## src/rtl/config_chain_controller_if.sv

```systemverilog
// Bundles the bitstream memory, configuration chain and host handshake signals.
// Latency: none (wires only).
// Backpressure: none; the controller ignores start while busy.
interface config_chain_controller_if #(
  parameter int ADDR_WIDTH = 14
);

  // Host request and status
  logic                  start;
  logic                  abort;
  logic                  busy;
  logic                  done;
  logic                  error;

  // Bitstream memory read port
  logic [ADDR_WIDTH-1:0] mem_addr;
  logic                  bit_in;

  // Configuration chain serial port
  logic                  chain_head;
  logic                  prog_clk;
  logic                  chain_tail;

  // Controller side: drives the memory address and the chain
  modport master (
    input  start,
    input  abort,
    input  bit_in,
    input  chain_tail,
    output mem_addr,
    output chain_head,
    output prog_clk,
    output busy,
    output done,
    output error
  );

  // Environment side: host, memory and chain
  modport slave (
    output start,
    output abort,
    output bit_in,
    output chain_tail,
    input  mem_addr,
    input  chain_head,
    input  prog_clk,
    input  busy,
    input  done,
    input  error
  );

endinterface

```

## src/rtl/config_chain_controller.sv

```systemverilog
// Configuration chain loader: shifts a memory-held bitstream into a serial chain, optional readback verify pass.
// Latency: 1 + 2*CLK_DIV clk per bit; a load is BITSTREAM_SIZE bits, twice that when VERIFY=1.
// Backpressure: none; start is ignored while busy, abort returns to IDLE on the next edge.
module config_chain_controller #(
  parameter int BITSTREAM_SIZE = 6140,
  parameter int ADDR_WIDTH     = 14,
  parameter int CLK_DIV        = 2,
  parameter int VERIFY         = 1
) (
  input  logic                      clk,
  input  logic                      rst,
  config_chain_controller_if.master bus
);

  localparam int CNT_W = (BITSTREAM_SIZE > 1) ? $clog2(BITSTREAM_SIZE) : 1;

  localparam logic [CNT_W-1:0] LAST_BIT = CNT_W'(BITSTREAM_SIZE - 1);
  localparam logic [7:0]       DIV_LAST = 8'(CLK_DIV - 1);

  typedef enum logic [2:0] {
    IDLE  = 3'd0,
    FETCH = 3'd1,
    LOW   = 3'd2,
    HIGH  = 3'd3,
    DONE  = 3'd4
  } state_t;

  state_t                state_q, state_d;
  logic [ADDR_WIDTH-1:0] mem_addr_q, mem_addr_d;
  logic [CNT_W-1:0]      bit_cnt_q, bit_cnt_d;
  logic [7:0]            div_cnt_q, div_cnt_d;
  logic                  pass_q, pass_d;
  logic                  chain_head_q, chain_head_d;
  logic                  prog_clk_q, prog_clk_d;
  logic                  busy_q, busy_d;
  logic                  done_q, done_d;
  logic                  error_q, error_d;

  logic                  active;
  logic                  div_end;

  assign active  = (state_q == FETCH) || (state_q == LOW) || (state_q == HIGH);
  assign div_end = (div_cnt_q == DIV_LAST);

  // Next-state, datapath updates and registered-output decode
  always_comb begin
    state_d      = state_q;
    mem_addr_d   = mem_addr_q;
    bit_cnt_d    = bit_cnt_q;
    div_cnt_d    = div_cnt_q;
    pass_d       = pass_q;
    chain_head_d = chain_head_q;
    error_d      = error_q;

    if (bus.abort && active) begin
      // Abort beats everything; data registers and the error flag keep their values
      state_d = IDLE;
    end else begin
      unique case (state_q)
        IDLE, DONE: begin
          if (bus.start) begin
            state_d    = FETCH;
            mem_addr_d = '0;
            bit_cnt_d  = '0;
            pass_d     = 1'b0;
            error_d    = 1'b0;
          end
        end

        FETCH: begin
          // Memory data for mem_addr is valid by now; present it to the chain
          state_d      = LOW;
          chain_head_d = bus.bit_in;
          div_cnt_d    = '0;
        end

        LOW: begin
          if (div_end) begin
            state_d   = HIGH;
            div_cnt_d = '0;
            // On the verify pass the chain tail carries the bit loaded on the first pass
            if (pass_q && (bus.chain_tail != chain_head_q)) begin
              error_d = 1'b1;
            end
          end else begin
            div_cnt_d = div_cnt_q + 8'd1;
          end
        end

        HIGH: begin
          if (div_end) begin
            div_cnt_d = '0;
            if (bit_cnt_q != LAST_BIT) begin
              state_d    = FETCH;
              bit_cnt_d  = bit_cnt_q + CNT_W'(1);
              mem_addr_d = mem_addr_q + ADDR_WIDTH'(1);
            end else if ((VERIFY != 0) && !pass_q) begin
              state_d    = FETCH;
              pass_d     = 1'b1;
              bit_cnt_d  = '0;
              mem_addr_d = '0;
            end else begin
              state_d = DONE;
            end
          end else begin
            div_cnt_d = div_cnt_q + 8'd1;
          end
        end

        default: state_d = IDLE;
      endcase
    end

    // Outputs are registered straight from the next state so prog_clk never glitches
    prog_clk_d = (state_d == HIGH);
    busy_d     = (state_d == FETCH) || (state_d == LOW) || (state_d == HIGH);
    done_d     = (state_d == DONE);
  end

  // State and datapath registers with asynchronous reset
  always_ff @(posedge clk or posedge rst) begin
    if (rst) begin
      state_q      <= IDLE;
      mem_addr_q   <= '0;
      bit_cnt_q    <= '0;
      div_cnt_q    <= '0;
      pass_q       <= 1'b0;
      chain_head_q <= 1'b0;
      prog_clk_q   <= 1'b0;
      busy_q       <= 1'b0;
      done_q       <= 1'b0;
      error_q      <= 1'b0;
    end else begin
      state_q      <= state_d;
      mem_addr_q   <= mem_addr_d;
      bit_cnt_q    <= bit_cnt_d;
      div_cnt_q    <= div_cnt_d;
      pass_q       <= pass_d;
      chain_head_q <= chain_head_d;
      prog_clk_q   <= prog_clk_d;
      busy_q       <= busy_d;
      done_q       <= done_d;
      error_q      <= error_d;
    end
  end

  assign bus.mem_addr   = mem_addr_q;
  assign bus.chain_head = chain_head_q;
  assign bus.prog_clk   = prog_clk_q;
  assign bus.busy       = busy_q;
  assign bus.done       = done_q;
  assign bus.error      = error_q;

endmodule

```

## src/flat_wrapper.sv

```systemverilog
// flat-port wrapper written by rule: the top's interface ports become plain ports
module config_chain_controller_flat 
#(
  parameter int BITSTREAM_SIZE = 6140,
  parameter int ADDR_WIDTH     = 14,
  parameter int CLK_DIV        = 2,
  parameter int VERIFY         = 1
)
  (clk, rst, bus_start, bus_abort, bus_bit_in, bus_chain_tail, bus_mem_addr, bus_chain_head, bus_prog_clk, bus_busy, bus_done, bus_error);
  config_chain_controller_if #(.ADDR_WIDTH(ADDR_WIDTH)) bus_i ();
  input  logic clk;
  input  logic rst;
  input wire logic [$bits(bus_i.start)-1:0] bus_start;
  input wire logic [$bits(bus_i.abort)-1:0] bus_abort;
  input wire logic [$bits(bus_i.bit_in)-1:0] bus_bit_in;
  input wire logic [$bits(bus_i.chain_tail)-1:0] bus_chain_tail;
  output wire logic [$bits(bus_i.mem_addr)-1:0] bus_mem_addr;
  output wire logic [$bits(bus_i.chain_head)-1:0] bus_chain_head;
  output wire logic [$bits(bus_i.prog_clk)-1:0] bus_prog_clk;
  output wire logic [$bits(bus_i.busy)-1:0] bus_busy;
  output wire logic [$bits(bus_i.done)-1:0] bus_done;
  output wire logic [$bits(bus_i.error)-1:0] bus_error;
  assign bus_i.start = bus_start;
  assign bus_i.abort = bus_abort;
  assign bus_i.bit_in = bus_bit_in;
  assign bus_i.chain_tail = bus_chain_tail;
  assign bus_mem_addr = bus_i.mem_addr;
  assign bus_chain_head = bus_i.chain_head;
  assign bus_prog_clk = bus_i.prog_clk;
  assign bus_busy = bus_i.busy;
  assign bus_done = bus_i.done;
  assign bus_error = bus_i.error;
  config_chain_controller #(.BITSTREAM_SIZE(BITSTREAM_SIZE), .ADDR_WIDTH(ADDR_WIDTH), .CLK_DIV(CLK_DIV), .VERIFY(VERIFY)) u_core (.clk(clk), .rst(rst), .bus(bus_i));
endmodule
```

## config.mk

```make
export PLATFORM = sky130hd
export DESIGN_NAME = config_chain_controller_flat
export DESIGN_NICKNAME = d
export VERILOG_FILES = /design/src/rtl/config_chain_controller_if.sv /design/src/rtl/config_chain_controller.sv /design/src/flat_wrapper.sv
export SDC_FILE = /design/constraint.sdc
export NUM_CORES = 1
export LEC_CHECK = 0
export CAP_MARGIN = 5
export CORE_MARGIN = 5
export CORE_UTILIZATION = 55
export DETAILED_ROUTE_END_ITERATION = 12
export GPL_ROUTABILITY_DRIVEN = 0
export GPL_TIMING_DRIVEN = 0
export PLACE_DENSITY = 0.81
export SYNTH_ARGS = -nofsm -noshare
export SYNTH_HDL_FRONTEND = slang
export SYNTH_SLANG_ARGS = --single-unit
```

## constraint.sdc

```tcl
create_clock -name clk -period 5.4 [get_ports clk]
set_clock_uncertainty 0.2 [all_clocks]
set_input_delay 1.62 -clock clk [delete_from_list [all_inputs] [get_ports clk]]
set_output_delay 1.62 -clock clk [all_outputs]
set_load 0.005 [all_outputs]
```

== After elaboration in Yosys (flattened, before gate mapping) ==
Index checks and enable logic that the tools add are counted.

* Add/sub/neg operators: 3
* Eq/ne operators: 17
* Magnitude comparators: 0
* Shift-type cells: 0
* Multipliers: 0
* Multiplexer cells: 26
* Reductions and logical operators: 17
* Bitwise gates (word level): 1
* Divide/modulo/power cells: 0

{| class="wikitable"
|+ Operator list
! kind !! number
|-
| 14-bit 2-to-1 mux || 4
|-
| 13-bit 2-to-1 mux || 4
|-
| 14-bit case mux with 2 select lines || 1
|-
| 13-bit case mux with 2 select lines || 1
|-
| 3-bit 2-to-1 mux || 6
|-
| 8-bit case mux with 2 select lines || 1
|-
| 5-bit AND reduction || 3
|-
| 14-bit by 1-bit adder with 14-bit output, second input constant || 1
|-
| 13-bit by 1-bit adder with 13-bit output, second input constant || 1
|-
| 13-bit != test, second input constant || 1
|-
| 3-bit by 2-bit equality test with 1-bit output, second input constant || 4
|-
| 3-bit case mux with 4 select lines || 1
|-
| 8-bit by 1-bit adder with 8-bit output, second input constant || 1
|-
| 8-bit by 1-bit equality test with 1-bit output, second input constant || 1
|-
| 8-bit 2-to-1 mux || 1
|-
| 3-bit by 1-bit equality test with 1-bit output, second input constant || 2
|-
| 3-bit equality test, second input constant || 2
|-
| 2-bit != test, second input constant || 3
|-
| 2-bit nonzero test || 3
|-
| 1-bit 2-to-1 mux || 5
|-
| 1-bit logical OR || 4
|-
| 2-bit by 1-bit != test with 1-bit output, second input constant || 2
|-
| 1-bit case mux with 2 select lines || 2
|-
| 2-bit AND reduction || 2
|-
| 6 further kinds || 8
|}

* Input bits: 6
* Memories kept: 0
* Bits in latches: 0
* ROM bits: 0
* Flip-flop bits (word level): 44
* Word-level logic and storage cells: 74
* RAM bits: 0
* Output and inout bits: 19

== Depth between registers and ports, before layout ==
Gate-level depths: netlist of the first run.

* Depth in word-level cells: 8
* Gate-level depth with buffers: 8
* Depth with buffers taken out: 6

== Worst setup path before layout of the first run ==
Ideal clock, no wire load.

* Path type: input to register
* Start: input bus_abort
* End: register u_core.bit_cnt_q[2]
* Buffers on the path: 2
* Required time: 5.074 ns
* Library setup time: 0.126 ns
* Stages: 6
* Arrival: 2.795 ns
* Slack: 2.279 ns
* Cells stage by stage: nor2_1 -> a41oi_2 -> a21o_1 -> buf_6 -> buf_6 -> a221o_1

* Cells in the longest elaborated chain, start to end: 3

{| class="wikitable"
|+ RTL lines
! item !! line !! text
|-
| from (decl) || flat_wrapper.sv:14 || <nowiki>input wire logic [$bits(bus_i.abort)-1:0] bus_abort;</nowiki>
|-
| 1-bit logical AND || config_chain_controller.sv:55 || <nowiki>if (bus.abort && active) begin</nowiki>
|-
| 1-bit inverter (no line) || n/a ||
|-
| 5-bit AND reduction (no line) || n/a ||
|-
| to (signal assigned) || config_chain_controller.sv:136 || <nowiki>bit_cnt_q <= bit_cnt_d;</nowiki>
|-
| to (decl) || config_chain_controller.sv:30 || <nowiki>logic [CNT_W-1:0] bit_cnt_q, bit_cnt_d;</nowiki>
|}

Every way passes these cells.
A chain may end at the register's enable or synchronous reset.

== Final worst setup path of the first run ==
* Start: input bus_abort
* End: register u_core.mem_addr_q[13], in the netlist u_core.bus.mem_addr[13]

* Cells in the longest elaborated chain, start to end: 3

{| class="wikitable"
|+ RTL lines
! item !! line !! text
|-
| 1-bit logical AND || config_chain_controller.sv:55 ||
|-
| 1-bit inverter (no line) || n/a ||
|-
| 5-bit AND reduction (no line) || n/a ||
|-
| to (signal assigned) || config_chain_controller.sv:135 || <nowiki>mem_addr_q <= mem_addr_d;</nowiki>
|-
| to (decl) || config_chain_controller.sv:29 || <nowiki>logic [ADDR_WIDTH-1:0] mem_addr_q, mem_addr_d;</nowiki>
|}

Every way passes these cells.

==> results_dict.tcl, run 1 <==
set metrics [dict create \
    status "completed" \
    syn_inst 265 \
    setup_viol 0 \
    seq_area_frac_synth 0.426 \
    syn_nets 275 \
    io_pins 25 \
    htree_levels 2 \
    nets 308 \
    wirelength_um 5640 \
    area_growth_pct 15.8 \
    num_vias 2192 \
    ys_warn_count 0 \
    hp-class "flop to flop" \
    firstDrtPassIters 4 \
    end_kind "flop" \
    cp.required_ns 5.37 \
    maxSlewViolCount 0 \
    clk_pin_slew_ns 0.08 \
    finalHoldViolCount 0 \
    worst-setup-path-type "primary input to flop" \
    timing.final.ws_setup_ns 1.95 \
    placed_area_mm2 0.00292 \
    grt.overflow.total 0 \
    min_from "u_core.bus.error" \
    clock_latency_ns 0.29 \
    synthXorXnorAreaFrac 0.00339 \
    io_buffers 24 \
    fin_area_mm2 0.00299 \
    cts_sinks 44 \
    synth_seq_cells 44 \
    core_area_mm2 0.00463 \
    viasPerCell 6.23 \
    track_usage 0.200 \
    syn_area_mm2 0.00258 \
    totalNegativeSetupSlack_ns 0 \
    grt_pass1_vias 2105 \
    timing.rr.end "u_core.bus.mem_addr[13]" \
    grt_pass1_wl_um 9940 \
    die_h_um 78.6 \
    synth_top_area_share 0.426 \
    detail-route-antenna-nets 0 \
    swShare 0.331 \
    place_hpwl_um 4060 \
    grt_max_degree 35 \
    max_cap_violations 0 \
    routedWlPerCell_um 16.0 \
    async_flop_share 1.00 \
    cp-start-kind "primary input" \
    whs_ns 0.293 \
    cts_tree "yes" \
    synth_area_leaders "dfrtp_1, and3_1, a221o_1, nand3_1, nand2_1" \
    cts_resized 0 \
    cts_buffer_depth 2 \
    muxShareOfSynthArea 0.0368 \
    drt_iter0_drc 140 \
    cts_setup_buffers 0 \
    drcViolationCount 0 \
    internal-power_w 0.000550 \
    die_w_um 78.6 \
    ir_drop_mv 0.150 \
    fin_util 0.647 \
    die_area_mm2 0.00617 \
    final_common_cell "dfrtp_1" \
    antenna_found_initial 0 \
    pre_cts_slack_ns 1.68 \
    fin_crit_sh 0.639 \
    clockRootBuffer "clkbuf_8" \
    syn_area_per_cell_um2 9.75 \
    synth_fa_ha_area_frac 0.0194 \
    p_comb_frac 0.289 \
    arrival_ns 3.42 \
    r2r-start "u_core.bit_cnt_q[0]" \
    p_leak_nw 1.39 \
    switchingPower_w 0.000272 \
    final_cell_mix "dfrtp_1, and3_1, clkdlybuf4s50_1" \
    min_path_cells 2 \
    start_util 0.558 \
    slew_headroom 0.444 \
    critPathMaxFanout 10 \
    p_clk_frac 0.239 \
    antenna_cells 0 \
    synth_compound_area_frac 0.181 \
    numCtsBuffers 5 \
    tightestPinTransition_ns 0.813 \
    fin_crit_ns 3.45 \
    rsz0062_at_grt "no" \
    synth_top_family_by_area "simple AND/OR/NAND/NOR gates" \
    layout-drive-gt1-share 0.0738 \
    regToRegSetupSlack_ns 2.82 \
    seqPwrFrac 0.471 \
    rr_worst_depth 6 \
    whs_endpoint "u_core.bus.error" \
    synth_edf_count 0 \
    yosys.area_share.simple 0.288 \
    synth.distinct_cells 52 \
    yosys_most_used_dff "dfrtp_1" \
    max_freq_ghz 0.290 \
    cts_hold_repair.buffers 0 \
    powerDensity_mw_per_mm2 275 \
    n_fill_cell 396 \
    rows 25 \
    yosysTopAreaCell "dfrtp_1" \
]
-- flip-flops by register name, summed over array words and instances (netlist names) --
register and count:
u_core.bus.mem_addr 14, u_core.bit_cnt_q 13, u_core.div_cnt_q 8, u_core.state_q 3, u_core.bus.busy 1, u_core.bus.chain_head 1, u_core.bus.done 1, u_core.bus.error 1
u_core.bus.prog_clk 1, u_core.pass_q 1
-- cells in the mapped netlist, types with 2 or more instances --
cell type and instances:
nand3_1 17, a21o_1 2, nand2_1 20, or3_1 4, dfrtp_1 44, nand3b_1 3
nor2b_1 5, mux2i_1 5, nor4_1 3, and4_1 4, mux2_1 2, mux2_2 2
a221o_1 14, and2_1 4, o211ai_1 7, nand4_1 9, a31oi_1 2, nor2_1 18
a211o_1 3, ha_1 4, inv_1 11, o21ai_0 12, a21oi_1 3, nor3_1 5
o211a_1 2, clkbuf_1 6, and3b_1 2, buf_6 3, a22o_1 3, and3_1 24
-- critical path, stage by stage --
cell	delay (ns)
clkdlybuf4s50_1	0.44
nor2_1	0.27
a41oi_2	0.24
a21o_1	0.23
buf_6	0.14
buf_6	0.14
a221o_1	0.35
-- layer usage --
metal	routed length (um)	GRT usage	up-vias
met5	0	0	-
met4	10	0.0472	0
met3	244	0.0401	2
met2	2730	0.325	43
met1	2660	0.274	1063
li1	-	-	1084
-- cells by family (layout without fill, tap and decap cells) --
kind of cell | count (synthesis) | count (layout)
flip-flops | 44 | 44
XOR/XNOR | 1 | 1
adder cells (fa/ha/maj) | 4 | 4
buffers and inverters | 21 | 54
multiplexers | 9 | 9
AND/OR/NAND/NOR | 127 | 127
AO/OA/AOI/OAI | 59 | 59
-- through the flow --
stage	total power, W	cells
floorplan	0.000557	265
global placement	0.000621	343
detailed placement	0.000631	345
CTS	0.000825	352
global route	0.000875	352
finish	0.000822	352
-- area by class of cell --
class                   count  area (um^2)  share of cell area
repair buffers             26          264              0.0882
flip-flops and latches     44         1100               0.368
well taps                  54         67.6              0.0226
plain buffers              10         76.3              0.0255
inverters                  11         41.3              0.0138
clock inverters             1         5.00             0.00167
multi-input cells         200         1370               0.456
clock buffers               6         72.6              0.0242
-- worst max path at each step --
| stage | start | to | slack [ns] |
|---|---|---|---|
| global placement | rst | u_core.bit_cnt_q[1] | 1.66 |
| global route | bus_abort | u_core.bit_cnt_q[6] | 1.89 |
| CTS | bus_abort | u_core.bus.mem_addr[13] | 1.98 |
| floorplan | bus_abort | u_core.bit_cnt_q[2] | 2.28 |
| finish | bus_abort | u_core.bus.mem_addr[13] | 1.95 |
| detailed placement | bus_abort | u_core.bus.mem_addr[13] | 1.68 |
-- power by group through the flow --
| stage | logic (W) | registers, W | clock network [W] |
|---|---|---|---|
| after global placement | 0.000229 | 0.000392 | 0 |
| after floorplan | 0.000167 | 0.000390 | 0 |
| after detailed placement | 0.000236 | 0.000394 | 0 |
| final | 0.000238 | 0.000388 | 0.000197 |
| after global routing | 0.000263 | 0.000394 | 0.000218 |
| after CTS | 0.000239 | 0.000387 | 0.000199 |
(Power assumes the default switching activity.)
==> run 2, diff against run 1 <==
==> constraint.sdc (replaced) <==
create_clock -name clk -period 3.6 [get_ports clk]
set_clock_uncertainty 0.2 [all_clocks]
set_input_delay 1.08 -clock clk [delete_from_list [all_inputs] [get_ports clk]]
set_output_delay 1.08 -clock clk [all_outputs]
set_load 0.005 [all_outputs]
==> results of run 2 <==
Same layout as run 1 (identical final DEF). Status: completed.
Main changes from that run: setup slack after placement 1.68 ns -> 0.417 ns; setup slack after layout 1.95 ns -> 0.691 ns; register-to-register setup slack 2.82 ns -> 1.02 ns; total power 0.000822 W -> 0.00123 W; worst IR drop on VDD 0.150 mV -> 0.225 mV
==> run 3, diff against run 2 <==
--- a/config.mk
+++ b/config.mk
@@ -7,11 +7,11 @@
 export LEC_CHECK = 0
 export CAP_MARGIN = 5
 export CORE_MARGIN = 5
-export CORE_UTILIZATION = 55
+export CORE_UTILIZATION = 51
 export DETAILED_ROUTE_END_ITERATION = 12
 export GPL_ROUTABILITY_DRIVEN = 0
 export GPL_TIMING_DRIVEN = 0
-export PLACE_DENSITY = 0.81
+export PLACE_DENSITY = 0.79
 export SYNTH_ARGS = -nofsm -noshare
 export SYNTH_HDL_FRONTEND = slang
 export SYNTH_SLANG_ARGS = --single-unit
==> constraint.sdc (replaced) <==
create_clock -name clk -period 2.4 [get_ports clk]
set_clock_uncertainty 0.2 [all_clocks]
set_input_delay 0.72 -clock clk [delete_from_list [all_inputs] [get_ports clk]]
set_output_delay 0.72 -clock clk [all_outputs]
set_load 0.005 [all_outputs]
==> run 3 against run 2 <==
- critical path depth fell by 1
- combinational power up 68%
- die area grew 6.8%
- cell count up 6.8%
- via count grew 2.1%
- design area up 5.9%
- largest power group unchanged
==> results_dict.tcl, run 3 (synthesis gave the netlist of run 1 again) <==
set metrics [dict create \
    status "completed" \
    met2_usage 0.307 \
    nets 315 \
    clk_pin_slew_ns 0.08 \
    r2r-start "u_core.bit_cnt_q[0]" \
    cts_tree "yes" \
    fin_crit_sh 0.976 \
    viasPerCell 5.95 \
    grt_pass1_wl_um 9990 \
    drt_iter0_drc 177 \
    rr_worst_depth 6 \
    place_hpwl_um 3990 \
    antenna_cells 0 \
    detail-route-antenna-nets 0 \
    ir_drop_mv 0.383 \
    totalNegativeSetupSlack_ns 0 \
    end_kind "flop" \
    track_usage 0.194 \
    wirelength_um 5790 \
    final_common_cell "dfrtp_1" \
    finalHoldViolCount 0 \
    regToRegSetupSlack_ns 0.06 \
    hp-class "flop to flop" \
    cts_buffer_depth 2 \
    powerDensity_mw_per_mm2 660 \
    startpoint "u_core.bit_cnt_q[0]" \
    num_vias 2237 \
    layout-drive-gt1-share 0.124 \
    use_met1 0.261 \
    fin_util 0.633 \
    final_cell_mix "dfrtp_1, and3_1, clkdlybuf4s50_1" \
    max_freq_ghz 0.427 \
    cts_hold_repair.buffers 0 \
    drcViolationCount 0 \
    numCtsBuffers 5 \
    io_pins 25 \
    pre_cts_slack_ns -0.434 \
    rows 26 \
    fin_crit_ns 2.34 \
    cts_sinks 44 \
    maxSlewViolCount 0 \
    timing.final.ws_setup_ns 0.0574 \
    grt_pass1_vias 2143 \
    slew_headroom 0.609 \
    p_leak_nw 1.48 \
    crit_path_end "u_core.pass_q" \
    tightestPinTransition_ns 0.580 \
    clock_latency_ns 0.30 \
    die_w_um 81.2 \
    setup_viol 0 \
    largest_register_ffs 14 \
    clockRootBuffer "clkbuf_8" \
    die_area_mm2 0.00659 \
    max_cap_violations 0 \
    area_growth_pct 22.7 \
    start_util 0.516 \
    io_buffers 24 \
    arrival_ns 2.33 \
    grt.overflow.total 0 \
    critPathMaxFanout 10 \
    worst-setup-path-type "flop to flop" \
    htree_levels 2 \
    grt_use_met3 0.0410 \
    antenna_found_initial 0 \
    cp-start-kind "flop" \
    top_usage_layer "met2" \
    firstDrtPassIters 4 \
    die_h_um 81.2 \
    grt_max_degree 29 \
    timing.rr.end "u_core.pass_q" \
    cp.required_ns 2.39 \
    core_area_mm2 0.00501 \
    routedWlPerCell_um 15.4 \
]
## run 3: cell count changes in the layout (fill, tap and decap cells not counted), moves of 2 or more
cell	delta
buf_4	+8
clkbuf_1	-4
clkbuf_2	+2
clkbuf_8	+2
clkdlybuf4s50_1	-2
dlymetal6s2s_1	+2
## run 3: worst max-delay path: stages, from the launching register on
cell,delay [ns]
dfrtp_1,0.43
ha_2,0.23
and4bb_2,0.25
a41oi_1,0.52
clkbuf_2,0.36
nor2_1,0.08
o21a_1,0.17
## run 3: per-layer routing
| layer | wire [um] | vias to the layer above |
|---|---|---|
| met4 | 75 | 0 |
| met1 | 2690 | 1078 |
| li1 | - | 1098 |
| met2 | 2770 | 55 |
| met3 | 252 | 6 |
| met5 | 0 | - |
## run 3: cell type report
type | instances | area (um^2)
Fill cell | 416 | 1840
Multi-Input combinational cell | 200 | 1410
Sequential cell | 44 | 1100
Timing Repair Buffer | 34 | 329
Clock buffer | 7 | 96.3
Tap cell | 70 | 87.6
Buffer | 9 | 75.1
Inverter | 11 | 41.3
Clock inverter | 1 | 30.0
## run 3: where the power goes
part           internal (W)  switching [W]
Clock              0.000367       0.000256
Combinational      0.000265       0.000332
Sequential         0.000806      0.0000662
Total               0.00144       0.000654
## run 3: timing repair
action	CTS	global route
setup buffers	2	6
resized for setup	7	7
setup endpoints to repair	24	13
pin swaps	1	2
## run 3: metrics by stage
stage | area [um^2] | std cells | power (W) | hold WS, ns
floorplan | 2580 | 265 | 0.00125 | 0.267
global route | 3170 | 376 | 0.00220 | 0.341
CTS | 3100 | 370 | 0.00209 | 0.301
finish | 3170 | 376 | 0.00209 | 0.294
global placement | 2910 | 359 | 0.00140 | 0.269
detailed placement | 2940 | 361 | 0.00143 | 0.282
## run 3: worst min-delay path by stage
stage | startpoint | endpoint | slack [ns] | cells past startpoint
after detailed placement | u_core.bus.error | u_core.bus.error | 0.28 | 2
after CTS | u_core.bus.error | u_core.bus.error | 0.30 | 2
final | u_core.bus.error | u_core.bus.error | 0.29 | 2
after global routing | u_core.bus.error | u_core.bus.error | 0.34 | 2
after global placement | u_core.bus.error | u_core.bus.error | 0.27 | 2
after floorplan | u_core.bus.error | u_core.bus.error | 0.27 | 2
